File: config.mk
export PLATFORM = sky130hd
export DESIGN_NAME = ccip_eth_csr_mc
export DESIGN_NICKNAME = d
export VERILOG_FILES = /design/src/rtl/ccip_eth_csr_mc.sv
export SDC_FILE = /design/constraint.sdc
export NUM_CORES = 1
export LEC_CHECK = 0
export ABC_AREA = 1
export CAP_MARGIN = 5
export CORE_MARGIN = 10
export CORE_UTILIZATION = 48
export CTS_CLUSTER_DIAMETER = 50
export DETAILED_ROUTE_END_ITERATION = 10
export PLACE_DENSITY = 0.77
export SLEW_MARGIN = 30
export SYNTH_ARGS = -nofsm -noshare
export SYNTH_HDL_FRONTEND = slang
export SYNTH_SLANG_ARGS = --single-unit
export TNS_END_PERCENT = 10
File: constraint.sdc
create_clock -name clk -period 23.1 [get_ports clk]
set_clock_uncertainty 0.2 [all_clocks]
set_input_delay 2.31 -clock clk [delete_from_list [all_inputs] [get_ports clk]]
set_output_delay 2.31 -clock clk [all_outputs]
set_load 0.005 [all_outputs]
File: src/rtl/ccip_eth_csr_mc.sv
// CCI-P MMIO CSR block: global AFU registers plus NUM_CH Ethernet MAC CSR command channels.
// Optional feature: define CCIP_ETH_CSR_TIMEOUT_EN to abort unacknowledged requests after TIMEOUT_CYC cycles.
module ccip_eth_csr_mc #(
  parameter int          NUM_CH      = 4,
  parameter logic [63:0] AFU_ID_L    = 64'h0,
  parameter logic [63:0] AFU_ID_H    = 64'h0,
  parameter int          TIMEOUT_CYC = 1024
) (
  input  logic                   clk,
  input  logic                   pck_cp2af_softReset_T1,
  input  logic                   mmio_wr_en,
  input  logic                   mmio_rd_en,
  input  logic [15:0]            mmio_addr,
  input  logic [8:0]             mmio_tid,
  input  logic [63:0]            mmio_din,
  output logic                   rsp_valid,
  output logic [8:0]             rsp_tid,
  output logic [63:0]            rsp_data,
  output logic [32*NUM_CH-1:0]   eth_ctrl_addr,
  output logic [32*NUM_CH-1:0]   eth_wr_data,
  output logic [NUM_CH-1:0]      eth_req,
  input  logic [NUM_CH-1:0]      eth_ack,
  input  logic [32*NUM_CH-1:0]   eth_rd_data,
  output logic [NUM_CH-1:0]      init_start,
  input  logic [NUM_CH-1:0]      init_done
);

  localparam logic [63:0] DFH = 64'h1000_0000_0000_0001;

  typedef enum logic {ST_IDLE = 1'b0, ST_REQ = 1'b1} state_t;

  logic       w_aligned, w_glb_hit, w_ch_hit;
  logic [2:0] w_glb_idx, w_ch_idx;
  logic [1:0] w_reg_idx;

  // Globals live below byte 0x40, channel windows at byte 0x100..0x1FF (mmio_addr 0x40..0x7F).
  assign w_aligned = ~mmio_addr[0];
  assign w_glb_hit = w_aligned && (mmio_addr[15:4] == 12'd0);
  assign w_ch_hit  = w_aligned && (mmio_addr[15:6] == 10'd1);
  assign w_glb_idx = mmio_addr[3:1];
  assign w_ch_idx  = mmio_addr[5:3];
  assign w_reg_idx = mmio_addr[2:1];

  logic [63:0]       r_scratch;
  logic [NUM_CH-1:0] r_init_start, r_init_done;

  // NOTE: every flop in this file, data registers included, is reset so the block is fully quiet after softReset.
  always_ff @(posedge clk or posedge pck_cp2af_softReset_T1) begin
    if (pck_cp2af_softReset_T1) begin
      r_scratch    <= '0;
      r_init_start <= '0;
      r_init_done  <= '0;
    end else begin
      // NOTE: non-blocking assignments keep every flop sampling pre-edge values regardless of statement order.
      if (mmio_wr_en && w_glb_hit && (w_glb_idx == 3'd3)) r_scratch <= mmio_din;
      if (mmio_wr_en && w_glb_hit && (w_glb_idx == 3'd4)) r_init_start <= mmio_din[NUM_CH-1:0];
      r_init_done <= init_done;
    end
  end

  assign init_start = r_init_start;

  // Channel views padded to 8 so unpopulated windows read 0 without range checks.
  logic [32*8-1:0] w_ctrl_all, w_wdat_all, w_rdat_all;
  logic [4*8-1:0]  w_stat_all;

  for (genvar ch = 0; ch < 8; ch++) begin : g_ch
    if (ch < NUM_CH) begin : g_on
      state_t      r_state, w_next;
      logic [31:0] r_ctrl, r_wr_data, r_rd_data, r_eth_addr;
      logic        r_done, r_ovr, r_tmo;
      logic        w_sel, w_wr_ctrl, w_wr_wdat, w_wr_stat;
      logic        w_start, w_fin_ack, w_fin_tmo, w_busy;
      logic [3:0]  w_clr;

      assign w_sel     = mmio_wr_en && w_ch_hit && (w_ch_idx == 3'(ch));
      assign w_wr_ctrl = w_sel && (w_reg_idx == 2'd0);
      assign w_wr_wdat = w_sel && (w_reg_idx == 2'd1);
      assign w_wr_stat = w_sel && (w_reg_idx == 2'd3);
      assign w_clr     = {4{w_wr_stat}} & mmio_din[3:0];

`ifdef CCIP_ETH_CSR_TIMEOUT_EN
      localparam int CNT_W = (TIMEOUT_CYC > 2) ? $clog2(TIMEOUT_CYC) : 1;
      logic [CNT_W-1:0] r_cnt;
      logic             w_expire;
      assign w_expire = (r_cnt == CNT_W'(TIMEOUT_CYC - 1));
`endif

      always_ff @(posedge clk or posedge pck_cp2af_softReset_T1) begin
        if (pck_cp2af_softReset_T1) r_state <= ST_IDLE;
        else                        r_state <= w_next;
      end

      // NOTE: every signal assigned here gets a default first, so no path can infer a latch.
      always_comb begin
        w_next    = r_state;
        w_start   = 1'b0;
        w_fin_ack = 1'b0;
        w_fin_tmo = 1'b0;
        case (r_state)
          ST_IDLE: begin
            if (w_wr_ctrl && (mmio_din[17] || mmio_din[16])) begin
              w_next  = ST_REQ;
              w_start = 1'b1;
            end
          end
          ST_REQ: begin
            if (eth_ack[ch]) begin
              w_next    = ST_IDLE;
              w_fin_ack = 1'b1;
            end
`ifdef CCIP_ETH_CSR_TIMEOUT_EN
            else if (w_expire) begin
              w_next    = ST_IDLE;
              w_fin_tmo = 1'b1;
            end
`endif
          end
          default: w_next = ST_IDLE;
        endcase
      end

      always_comb begin
        w_busy = (r_state == ST_REQ);
      end

      always_ff @(posedge clk or posedge pck_cp2af_softReset_T1) begin
        if (pck_cp2af_softReset_T1) begin
          r_ctrl     <= '0;
          r_wr_data  <= '0;
          r_rd_data  <= '0;
          r_eth_addr <= '0;
          r_done     <= 1'b0;
          r_ovr      <= 1'b0;
        end else begin
          if (w_wr_ctrl && !w_busy)        r_ctrl <= mmio_din[31:0];
          else if (w_fin_ack || w_fin_tmo) r_ctrl[17:16] <= 2'b00;
          if (w_start)                     r_eth_addr <= mmio_din[31:0];
          if (w_wr_wdat && !w_busy)        r_wr_data <= mmio_din[31:0];
          if (w_fin_ack && r_ctrl[17])     r_rd_data <= eth_rd_data[ch*32 +: 32];
          // Hardware set beats a same-cycle write-1-to-clear.
          r_done <= w_fin_ack || (r_done && !w_clr[1]);
          r_ovr  <= (w_busy && (w_wr_ctrl || w_wr_wdat)) || (r_ovr && !w_clr[3]);
        end
      end

`ifdef CCIP_ETH_CSR_TIMEOUT_EN
      always_ff @(posedge clk or posedge pck_cp2af_softReset_T1) begin
        if (pck_cp2af_softReset_T1) begin
          r_cnt <= '0;
          r_tmo <= 1'b0;
        end else begin
          if (w_start)     r_cnt <= '0;
          else if (w_busy) r_cnt <= r_cnt + 1'b1;
          r_tmo <= w_fin_tmo || (r_tmo && !w_clr[2]);
        end
      end
`else
      assign r_tmo = 1'b0;
`endif

      assign eth_req[ch]              = w_busy;
      assign eth_ctrl_addr[ch*32 +: 32] = r_eth_addr;
      assign eth_wr_data[ch*32 +: 32] = r_wr_data;
      assign w_ctrl_all[ch*32 +: 32]  = r_ctrl;
      assign w_wdat_all[ch*32 +: 32]  = r_wr_data;
      assign w_rdat_all[ch*32 +: 32]  = r_rd_data;
      assign w_stat_all[ch*4 +: 4]    = {r_ovr, r_tmo, r_done, w_busy};
    end else begin : g_off
      assign w_ctrl_all[ch*32 +: 32] = '0;
      assign w_wdat_all[ch*32 +: 32] = '0;
      assign w_rdat_all[ch*32 +: 32] = '0;
      assign w_stat_all[ch*4 +: 4]   = '0;
    end
  end

  logic [63:0] w_init_rd, w_rd_data;

  always_comb begin
    w_init_rd              = '0;
    w_init_rd[NUM_CH-1:0]  = r_init_start;
    w_init_rd[32 +: NUM_CH] = r_init_done;
    w_rd_data              = '0;
    if (w_glb_hit) begin
      case (w_glb_idx)
        3'd0:    w_rd_data = DFH;
        3'd1:    w_rd_data = AFU_ID_L;
        3'd2:    w_rd_data = AFU_ID_H;
        3'd3:    w_rd_data = r_scratch;
        3'd4:    w_rd_data = w_init_rd;
        default: w_rd_data = '0;
      endcase
    end else if (w_ch_hit) begin
      case (w_reg_idx)
        2'd0:    w_rd_data = {32'd0, w_ctrl_all[{w_ch_idx, 5'd0} +: 32]};
        2'd1:    w_rd_data = {32'd0, w_wdat_all[{w_ch_idx, 5'd0} +: 32]};
        2'd2:    w_rd_data = {32'd0, w_rdat_all[{w_ch_idx, 5'd0} +: 32]};
        default: w_rd_data = {60'd0, w_stat_all[{w_ch_idx, 2'd0} +: 4]};
      endcase
    end
  end

  // Two-stage read pipeline: data is snapshotted in the request cycle.
  logic        r_rd_v1;
  logic [8:0]  r_tid1;
  logic [63:0] r_dat1;

  always_ff @(posedge clk or posedge pck_cp2af_softReset_T1) begin
    if (pck_cp2af_softReset_T1) begin
      r_rd_v1   <= 1'b0;
      r_tid1    <= '0;
      r_dat1    <= '0;
      rsp_valid <= 1'b0;
      rsp_tid   <= '0;
      rsp_data  <= '0;
    end else begin
      r_rd_v1   <= mmio_rd_en;
      rsp_valid <= r_rd_v1;
      if (mmio_rd_en) begin
        r_tid1 <= mmio_tid;
        r_dat1 <= w_rd_data;
      end
      if (r_rd_v1) begin
        rsp_tid  <= r_tid1;
        rsp_data <= r_dat1;
      end
    end
  end

endmodule

==> report_table.html, run 1 <==
<table>
<tr><th>Metric</th><th>Value</th></tr>
<tr><th colspan="2">Status</th></tr>
<tr><td>Outcome</td><td>completed</td></tr>
<tr><th colspan="2">Layout</th></tr>
<tr><td>Area of combinational cells with multiple inputs</td><td>11800 sq um</td></tr>
<tr><td>Area of all sequential standard cells</td><td>18600 sq um</td></tr>
<tr><td>Most frequent standard cell in the layout excluding fill and tap cells</td><td>sky130_fd_sc_hd__nand2_1</td></tr>
<tr><td>Number of filler cells placed in the layout</td><td>5400</td></tr>
<tr><td>Core utilization of the finished layout</td><td>0.627</td></tr>
<tr><td>Leading cell types in the layout, fill and taps excluded</td><td>1009 x sky130_fd_sc_hd__nand2_1, 743 x sky130_fd_sc_hd__dfrtp_1, 564 x sky130_fd_sc_hd__clkdlybuf4s50_1</td></tr>
<tr><td>Net total in the final layout</td><td>4181</td></tr>
<tr><td>Area growth from synthesis to final layout</td><td>29.6%</td></tr>
<tr><td>Share of cells above drive strength 1</td><td>0.102</td></tr>
<tr><th colspan="2">Power and ir drop</th></tr>
<tr><td>Leakage power summed over all cells</td><td>19.3 nW</td></tr>
<tr><td>Sw frac</td><td>0.247</td></tr>
<tr><td>Clock share of power</td><td>0.477</td></tr>
<tr><td>Power density normalized to cell area</td><td>73.0 nW/um^2</td></tr>
<tr><td>Net switching power of the design</td><td>0.742 mW</td></tr>
<tr><td>Cell internal pwr</td><td>2.26 mW</td></tr>
<tr><td>Share of power burned in registers</td><td>0.444</td></tr>
<tr><td>Combinational fraction of design power</td><td>0.080</td></tr>
<tr><td>Worst supply voltage drop on vdd</td><td>59.3 uV</td></tr>
<tr><th colspan="2">Setup path</th></tr>
<tr><td>Path type of the worst setup path</td><td>input port to async pin</td></tr>
<tr><td>Critical Path Source Type</td><td>input port</td></tr>
<tr><td>Maximum fanout encountered on the critical timing path</td><td>119</td></tr>
<tr><td>Endpoint arrival time on the critical path</td><td>6180 ps</td></tr>
<tr><td>Required time at the endpoint of the critical path</td><td>23580 ps</td></tr>
<tr><td>Type of destination of the critical path</td><td>async pin</td></tr>
<tr><th colspan="2">Flow run</th></tr>
<tr><td>Max-capacitance violation count</td><td>0</td></tr>
<tr><th colspan="2">Clock tree</th></tr>
<tr><td>Level count of the clock H-tree</td><td>3</td></tr>
<tr><td>Hold buffer count at CTS</td><td>0</td></tr>
<tr><td>CTS Root Buffer Type</td><td>sky130_fd_sc_hd__clkbuf_16</td></tr>
<tr><td>Clock buffer count from CTS</td><td>88</td></tr>
<tr><td>Total number of clock tree sinks</td><td>744</td></tr>
<tr><td>Clock transition at the registers of the reported paths</td><td>60 ps</td></tr>
<tr><td>Source-to-sink clock delay at the later pin of the worst-skew pair</td><td>640 ps</td></tr>
<tr><td>TritonCTS clock tree</td><td>built</td></tr>
<tr><td>Clock buffer depth</td><td>3</td></tr>
<tr><td>Post-CTS Repair Setup Buffers</td><td>0</td></tr>
<tr><td>Number of resized instances in the post-cts repair step</td><td>0</td></tr>
<tr><th colspan="2">Drt</th></tr>
<tr><td>Pre-antenna DRT Iters</td><td>6</td></tr>
<tr><td>Detailed Route Iter0 Violations</td><td>2858</td></tr>
<tr><td>Vias after detailed routing</td><td>27700</td></tr>
<tr><td>DRC violation count after routing</td><td>0</td></tr>
<tr><td>Wire length reported by the detailed router</td><td>115000 um</td></tr>
<tr><td>Average wire per cell in the routed design</td><td>23.5 um</td></tr>
<tr><td>Number of vias per cell</td><td>5.66</td></tr>
<tr><td>Number of nets still failing antenna checks after routing</td><td>0</td></tr>
<tr><th colspan="2">Die</th></tr>
<tr><td>Ports placed on the boundary</td><td>567</td></tr>
<tr><td>Area of the die</td><td>76900 sq um</td></tr>
<tr><td>Initial standard-cell utilization of the core</td><td>0.484</td></tr>
<tr><td>Site Rows</td><td>94</td></tr>
<tr><td>Die span in x</td><td>277 um</td></tr>
<tr><td>Core area</td><td>65600 sq um</td></tr>
<tr><td>Die Y</td><td>277 um</td></tr>
<tr><th colspan="2">GRT</th></tr>
<tr><td>Wire length of the first global-routing pass</td><td>173000 um</td></tr>
<tr><td>Largest net degree at the start of global routing</td><td>165</td></tr>
<tr><td>Vias in the first global route</td><td>27500</td></tr>
<tr><td>Total routing resource utilization after global routing</td><td>0.291</td></tr>
<tr><td>Initial antenna violation count</td><td>7</td></tr>
<tr><td>Sum of overflow across all layers after global routing</td><td>0</td></tr>
<tr><th colspan="2">STA</th></tr>
<tr><td>Time the final worst path needs with I/O delays and setup</td><td>5690 ps</td></tr>
<tr><td>Actual slew at the worst max-slew pin</td><td>953 ps</td></tr>
<tr><td>Setup TNS</td><td>0 ps</td></tr>
<tr><td>Fmax achieved</td><td>176 MHz</td></tr>
<tr><td>Period Utilization, post-route</td><td>0.247</td></tr>
<tr><td>Endpoints failing setup</td><td>0</td></tr>
<tr><td>Final-report hold violation count</td><td>0</td></tr>
<tr><td>Unrepaired setup endpoints after global routing</td><td>no</td></tr>
<tr><td>Normalized max-slew margin</td><td>0.365</td></tr>
<tr><td>Final Max Slew Viols</td><td>0</td></tr>
<tr><th colspan="2">Logic synthesis</th></tr>
<tr><td>Synth Cell Area</td><td>31800 sq um</td></tr>
<tr><td>Proportion of synthesized chip area in sequential cells</td><td>0.586</td></tr>
<tr><td>Syn_nets</td><td>3722</td></tr>
<tr><td>Synth Register Bits</td><td>744</td></tr>
<tr><td>Cell variety after synth</td><td>30</td></tr>
<tr><td>Mean instance size in the synthesized netlist</td><td>9.11 sq um</td></tr>
<tr><td>Count of synthesis-stage warnings from yosys</td><td>0</td></tr>
<tr><td>Post-Synthesis Cells</td><td>3488</td></tr>
<tr><th colspan="2">Placed design</th></tr>
<tr><td>Number of buffers added on ports</td><td>566</td></tr>
<tr><td>RePlAce Congestion</td><td>0.873</td></tr>
<tr><td>Detailed placer's ending HPWL</td><td>78400 um</td></tr>
<tr><th colspan="2">Hold path</th></tr>
<tr><td>Worst hold-check path type</td><td>register to register</td></tr>
</table>
-- synth_stat cells --
master / n / area share
sky130_fd_sc_hd__a21oi_1: 131 / 0.021
sky130_fd_sc_hd__a31oi_1: 1 / 0.00020
sky130_fd_sc_hd__buf_1: 28 / 0.0033
sky130_fd_sc_hd__buf_2: 51 / 0.0080
sky130_fd_sc_hd__buf_4: 4 / 0.00095
sky130_fd_sc_hd__clkbuf_1: 161 / 0.019
sky130_fd_sc_hd__clkinv_1: 1 / 0.00012
sky130_fd_sc_hd__dfrtp_1: 744 / 0.59
sky130_fd_sc_hd__ha_1: 5 / 0.0020
sky130_fd_sc_hd__inv_1: 119 / 0.014
sky130_fd_sc_hd__inv_2: 9 / 0.0011
sky130_fd_sc_hd__mux2_2: 166 / 0.059
sky130_fd_sc_hd__nand2_1: 1013 / 0.12
sky130_fd_sc_hd__nand2_2: 1 / 0.00020
sky130_fd_sc_hd__nand3_1: 185 / 0.029
sky130_fd_sc_hd__nand3_2: 5 / 0.0016
sky130_fd_sc_hd__nand3_4: 1 / 0.00055
sky130_fd_sc_hd__nand3b_1: 1 / 0.00024
sky130_fd_sc_hd__nand4_1: 121 / 0.024
sky130_fd_sc_hd__nand4_2: 1 / 0.00039
sky130_fd_sc_hd__nor2_1: 261 / 0.031
sky130_fd_sc_hd__nor2_2: 1 / 0.00020
sky130_fd_sc_hd__nor3_1: 5 / 0.00079
sky130_fd_sc_hd__nor3_2: 1 / 0.00032
sky130_fd_sc_hd__nor3_4: 4 / 0.0020
sky130_fd_sc_hd__o211ai_1: 10 / 0.0024
sky130_fd_sc_hd__o21a_1: 4 / 0.00095
sky130_fd_sc_hd__o21ai_0: 302 / 0.048
sky130_fd_sc_hd__o21ai_1: 125 / 0.020
sky130_fd_sc_hd__o22ai_1: 27 / 0.0053
-- power groups by stage --
stage / combinational, mW / sequential [mW] / clock (mW)
CTS: 0.239 / 1.33 / 1.45
global placement: 0.235 / 1.36 / 0
global route: 0.258 / 1.33 / 1.50
detailed placement: 0.238 / 1.36 / 0
finish: 0.240 / 1.33 / 1.43
floorplan: 0.105 / 1.36 / 0
-- flip-flops by register name (all words and copies together) (netlist names), 4 cells and up --
register and flops:
g_ch.g_on.r_ctrl 128, g_ch.g_on.r_eth_addr 128, g_ch.g_on.r_rd_data 128, g_ch.g_on.r_wr_data 128, r_dat1 64, r_scratch 64
rsp_data 64, r_tid1 9, rsp_tid 9, g_ch.g_on.r_done 4, g_ch.g_on.r_ovr 4, g_ch.g_on.r_state 4
init_start 4, r_init_done 4
-- worst max-delay path: stages --
cell	delay, ps
sky130_fd_sc_hd__clkdlybuf4s50_1	440
sky130_fd_sc_hd__clkinvlp_4	560
sky130_fd_sc_hd__buf_6	640
sky130_fd_sc_hd__buf_12	340
sky130_fd_sc_hd__buf_16	460
sky130_fd_sc_hd__buf_6	600
sky130_fd_sc_hd__buf_6	630
-- cell families (layout without fill, tap and decap cells) --
| group | after synthesis | after routing | share of synthesized area |
|---|---|---|---|
| simple gates | 1600 | 1600 | 0.210 |
| flops | 744 | 744 | 0.586 |
| compound gates | 600 | 600 | 0.0967 |
| buf+inv | 373 | 905 | 0.0466 |
| mux | 166 | 166 | 0.0588 |
| fa+ha+maj | 5 | 5 | 0.00197 |
| other cells | 0 | 7 | 0 |
-- per-layer routing --
layer / wire [um] / track usage
met1: 42100 / 0.343
met3: 7730 / 0.0512
met5: 0 / 0
met2: 56800 / 0.485
met4: 8360 / 0.190
-- area by class of cell --
class,count,share of cell area
Antenna cell,7,0.000426
Clock buffer,112,0.0602
Clock inverter,51,0.0137
Inverter,129,0.0119
Multi-Input combinational cell,2371,0.286
Sequential cell,744,0.452
Tap cell,864,0.0263
Timing Repair Buffer,613,0.149
-- path summary, 6_finish.rpt --
path | depth (start not counted) | endpoint | start | slack [ps]
setup / recovery | 7 | g_ch[3].g_on.r_eth_addr[31] | pck_cp2af_softReset_T1 | 17410
hold / removal | 2 | g_ch[2].g_on.r_eth_addr[1] | g_ch[2].g_on.r_eth_addr[1] | 270
setup reg to reg | 5 | g_ch[2].g_on.r_ctrl[20] | g_ch[2].g_on.r_state | 20870
hold reg to reg | 2 | g_ch[2].g_on.r_eth_addr[1] | g_ch[2].g_on.r_eth_addr[1] | 270
max in group clk | 11 | r_dat1[28] | mmio_addr[1] | 17610
min in group asynchronous | 2 | g_ch[0].g_on.r_rd_data[25] | pck_cp2af_softReset_T1 | 1980
-- stage by stage --
stage	worst slack [ps]	hold slack (ps)	cells	area, sq um	power (mW)
final	17410	268	4891	41200	3.00
after floorplan	10390	152	3488	31800	1.46
after CTS	16760	271	4882	41100	3.02
after detailed placement	16070	257	4719	38000	1.59
after global routing	16870	294	4891	41200	3.10
after global placement	15850	252	4717	38000	1.59
No activity file was read; power rests on OpenSTA's default activity.
==> run 2, diff against run 1 <==
- CORE_UTILIZATION: 48 -> 53
- PLACE_DENSITY: 0.77 -> 0.8
- clock period: 23.1 -> 5.8 ns (I/O delays scaled with it)
==> run 2 against run 1 <==
- setup slack got worse by 15000 ps
- critical endpoint is now r_scratch[53]
- non-clock buffer count fell by 2
- first-iteration DRC count rose by 5.2%
- largest power group unchanged
- via count rose by 1.3%
- global-route usage rose by 3.1 points
==> report_table.html, run 2 (synthesis gave the netlist of run 1 again) <==
<table>
<tr><th>Metric</th><th>Value</th></tr>
<tr><th colspan="2">STA</th></tr>
<tr><td>Normalized max-slew margin</td><td>0.358 (-0.00679)</td></tr>
<tr><td>Endpoints failing setup</td><td>0 (unchanged)</td></tr>
<tr><td>Period Utilization, post-route</td><td>0.627</td></tr>
<tr><td>Fmax achieved</td><td>275 MHz</td></tr>
<tr><td>Unrepaired setup endpoints after global routing</td><td>no</td></tr>
<tr><td>Final-report hold violation count</td><td>0 (unchanged)</td></tr>
<tr><td>Final critical-path setup slack</td><td>2160 ps (-15240 ps)</td></tr>
<tr><td>Actual slew at the worst max-slew pin</td><td>963 ps (+10.2 ps)</td></tr>
<tr><td>Time the final worst path needs with I/O delays and setup</td><td>3640 ps</td></tr>
<tr><td>Final Max Slew Viols</td><td>0 (unchanged)</td></tr>
<tr><th colspan="2">Placed design</th></tr>
<tr><td>Placed cell area</td><td>37900 sq um (-0.23%)</td></tr>
<tr><td>Number of buffers added on ports</td><td>566 (unchanged)</td></tr>
<tr><td>RePlAce Congestion</td><td>0.880 (+0.82%)</td></tr>
<tr><td>Detailed placer's ending HPWL</td><td>79000 um (+0.81%)</td></tr>
<tr><td>Worst slack after detailed placement</td><td>1610 ps (-14460 ps)</td></tr>
<tr><th colspan="2">Clock tree</th></tr>
<tr><td>CTS Root Buffer Type</td><td>sky130_fd_sc_hd__clkbuf_16</td></tr>
<tr><td>Hold buffer count at CTS</td><td>0 (unchanged)</td></tr>
<tr><td>Source-to-sink clock delay at the later pin of the worst-skew pair</td><td>630 ps (about the same)</td></tr>
<tr><td>Clock buffer depth</td><td>3 (unchanged)</td></tr>
<tr><td>Clock buffer count from CTS</td><td>83 (-5.7%)</td></tr>
<tr><td>TritonCTS clock tree</td><td>built</td></tr>
<tr><td>Total number of clock tree sinks</td><td>744 (unchanged)</td></tr>
<tr><td>Post-CTS Repair Setup Buffers</td><td>0 (unchanged)</td></tr>
<tr><td>Level count of the clock H-tree</td><td>3 (unchanged)</td></tr>
<tr><td>Clock transition at the registers of the reported paths</td><td>60 ps (about the same)</td></tr>
<tr><td>Number of resized instances in the post-cts repair step</td><td>0 (unchanged)</td></tr>
<tr><th colspan="2">Setup path</th></tr>
<tr><td>Slowest CP cell</td><td>sky130_fd_sc_hd__nand3_4</td></tr>
<tr><td>Critical Path Source Type</td><td>input port</td></tr>
<tr><td>Number of buffers and inverters on the critical path</td><td>6 (-1)</td></tr>
<tr><td>Path type of the worst setup path</td><td>input port to register</td></tr>
<tr><td>Type of destination of the critical path</td><td>register</td></tr>
<tr><td>Required time at the endpoint of the critical path</td><td>6080 ps (-17500 ps)</td></tr>
<tr><td>Critical Path Max Stage Delay</td><td>600 ps (-40 ps)</td></tr>
<tr><td>Crit path cell chain</td><td>clkdlybuf4s50_1, inv_1, buf_4, nand2_1, nor2_1, nand2_1, clkinv_1, buf_4, nand3_4, buf_4, nor2_1, a21oi_1</td></tr>
<tr><td>Crit-path leading delay family</td><td>buffers and inverters</td></tr>
<tr><td>Maximum fanout encountered on the critical timing path</td><td>65 (-45%)</td></tr>
<tr><td>Endpoint arrival time on the critical path</td><td>3910 ps (-2270 ps)</td></tr>
<tr><td>Critical Path Most Common Cell</td><td>sky130_fd_sc_hd__buf_4</td></tr>
<tr><th colspan="2">Drt</th></tr>
<tr><td>Vias after detailed routing</td><td>28000 (+1.3%)</td></tr>
<tr><td>Number of nets still failing antenna checks after routing</td><td>0 (unchanged)</td></tr>
<tr><td>Detailed Route Iter0 Violations</td><td>3006 (+5.2%)</td></tr>
<tr><td>DRC violation count after routing</td><td>0 (unchanged)</td></tr>
<tr><td>Average wire per cell in the routed design</td><td>24.1 um (+2.7%)</td></tr>
<tr><td>Number of vias per cell</td><td>5.88 (+3.8%)</td></tr>
<tr><td>Wire length reported by the detailed router</td><td>115000 um (+0.21%)</td></tr>
<tr><td>Pre-antenna DRT Iters</td><td>8 (+2)</td></tr>
<tr><th colspan="2">Hold path</th></tr>
<tr><td>Worst hold-check path type</td><td>input port to async pin</td></tr>
<tr><th colspan="2">Power and ir drop</th></tr>
<tr><td>Combinational fraction of design power</td><td>0.082 (+0.002)</td></tr>
<tr><td>Clock share of power</td><td>0.465 (-0.012)</td></tr>
<tr><td>Share of power burned in registers</td><td>0.454 (+0.010)</td></tr>
<tr><td>Sw frac</td><td>0.240 (-0.00673)</td></tr>
<tr><td>Cell internal pwr</td><td>8.89 mW (+290%)</td></tr>
<tr><td>Leakage power summed over all cells</td><td>19.2 nW (-0.75%)</td></tr>
<tr><td>Post-route total power</td><td>11.7 mW (+290%)</td></tr>
<tr><td>Net switching power of the design</td><td>2.81 mW (+280%)</td></tr>
<tr><td>Power density normalized to cell area</td><td>287 nW/um^2 (+290%)</td></tr>
<tr><td>Worst supply voltage drop on vdd</td><td>225 uV (+280%)</td></tr>
<tr><th colspan="2">Die</th></tr>
<tr><td>Ports placed on the boundary</td><td>567 (unchanged)</td></tr>
<tr><td>Die span in x</td><td>265 um (-4.5%)</td></tr>
<tr><td>Area of the die</td><td>70100 sq um (-8.8%)</td></tr>
<tr><td>Site Rows</td><td>89 (-5.3%)</td></tr>
<tr><td>Core area</td><td>59100 sq um (-9.9%)</td></tr>
<tr><td>Initial standard-cell utilization of the core</td><td>0.537 (+0.0532)</td></tr>
<tr><td>Die Y</td><td>265 um (-4.5%)</td></tr>
<tr><th colspan="2">GRT</th></tr>
<tr><td>Initial antenna violation count</td><td>2 (-5)</td></tr>
<tr><td>Largest net degree at the start of global routing</td><td>164 (-0.61%)</td></tr>
<tr><td>Vias in the first global route</td><td>28000 (+2.0%)</td></tr>
<tr><td>Total routing resource utilization after global routing</td><td>0.321 (+0.0306)</td></tr>
<tr><td>Wire length of the first global-routing pass</td><td>174000 um (+0.41%)</td></tr>
<tr><td>Sum of overflow across all layers after global routing</td><td>0 (unchanged)</td></tr>
<tr><th colspan="2">Layout</th></tr>
<tr><td>Most frequent standard cell in the layout excluding fill and tap cells</td><td>sky130_fd_sc_hd__nand2_1</td></tr>
<tr><td>Area growth from synthesis to final layout</td><td>28.4%</td></tr>
<tr><td>Share of cells above drive strength 1</td><td>0.0960 (-0.00597)</td></tr>
<tr><td>Final Cell Area</td><td>40800 sq um (-0.93%)</td></tr>
<tr><td>Net total in the final layout</td><td>4174 (-0.17%)</td></tr>
<tr><td>Leading cell types in the layout, fill and taps excluded</td><td>1009 x sky130_fd_sc_hd__nand2_1, 743 x sky130_fd_sc_hd__dfrtp_1, 564 x sky130_fd_sc_hd__clkdlybuf4s50_1</td></tr>
<tr><th colspan="2">Status</th></tr>
<tr><td>Outcome</td><td>completed</td></tr>
<tr><th colspan="2">Flow run</th></tr>
<tr><td>Max-capacitance violation count</td><td>0 (unchanged)</td></tr>
</table>
-- run 2: path summary, 6_finish.rpt --
check	start	end	slack, ps	cells after the start
worst max register to register	g_ch[2].g_on.r_state	g_ch[2].g_on.r_ctrl[15]	3130	5
max in group asynchronous	pck_cp2af_softReset_T1	g_ch[3].g_on.r_eth_addr[6]	3770	5
worst max-delay path	mmio_addr[4]	r_scratch[53]	2160	12
worst min register to register	g_ch[0].g_on.r_eth_addr[15]	g_ch[0].g_on.r_eth_addr[15]	270	2
min in group clk	init_done[1]	r_init_done[1]	220	1
worst min-delay path	pck_cp2af_softReset_T1	g_ch[0].g_on.r_rd_data[21]	170	2
-- run 2: area by class of cell --
class | count | area (sq um)
Sequential cell | 744 | 18600
Fill cell | 4515 | 18400
Multi-Input combinational cell | 2371 | 11800
Timing Repair Buffer | 611 | 6110
Clock buffer | 113 | 2400
Tap cell | 773 | 967
Inverter | 129 | 488
Clock inverter | 31 | 402
Antenna cell | 2 | 5.00
-- run 2: per-layer routing --
metal / GRT usage / part of all wire / up-vias
met5: 0 / 0 / -
met4: 0.209 / 0.071 / 0
met3: 0.0646 / 0.076 / 370
met2: 0.536 / 0.49 / 1392
met1: 0.376 / 0.36 / 13800
li1: - / - / 12500
-- run 2: power by group through the flow --
| stage | Sequential [mW] | Combinational, mW | Clock [mW] |
|---|---|---|---|
| 6_report | 5.31 | 0.954 | 5.44 |
| 5_1_grt | 5.31 | 1.02 | 5.69 |
| 4_1_cts | 5.31 | 0.952 | 5.48 |
| 3_5_place_dp | 5.40 | 0.948 | 0 |
| 3_3_place_gp | 5.40 | 0.942 | 0 |
| 2_1_floorplan | 5.40 | 0.420 | 0 |
-- run 2: through the flow --
stage          utilization  TNS [ps]  hold WS (ps)  std cells
5_1_grt              0.690         0           188       4774
3_5_place_dp         0.642         0           257       4627
4_1_cts              0.689         0           158       4771
6_report             0.690         0           174       4774
3_3_place_gp         0.641         0           252       4627
2_1_floorplan            -  -3852010           152       3488
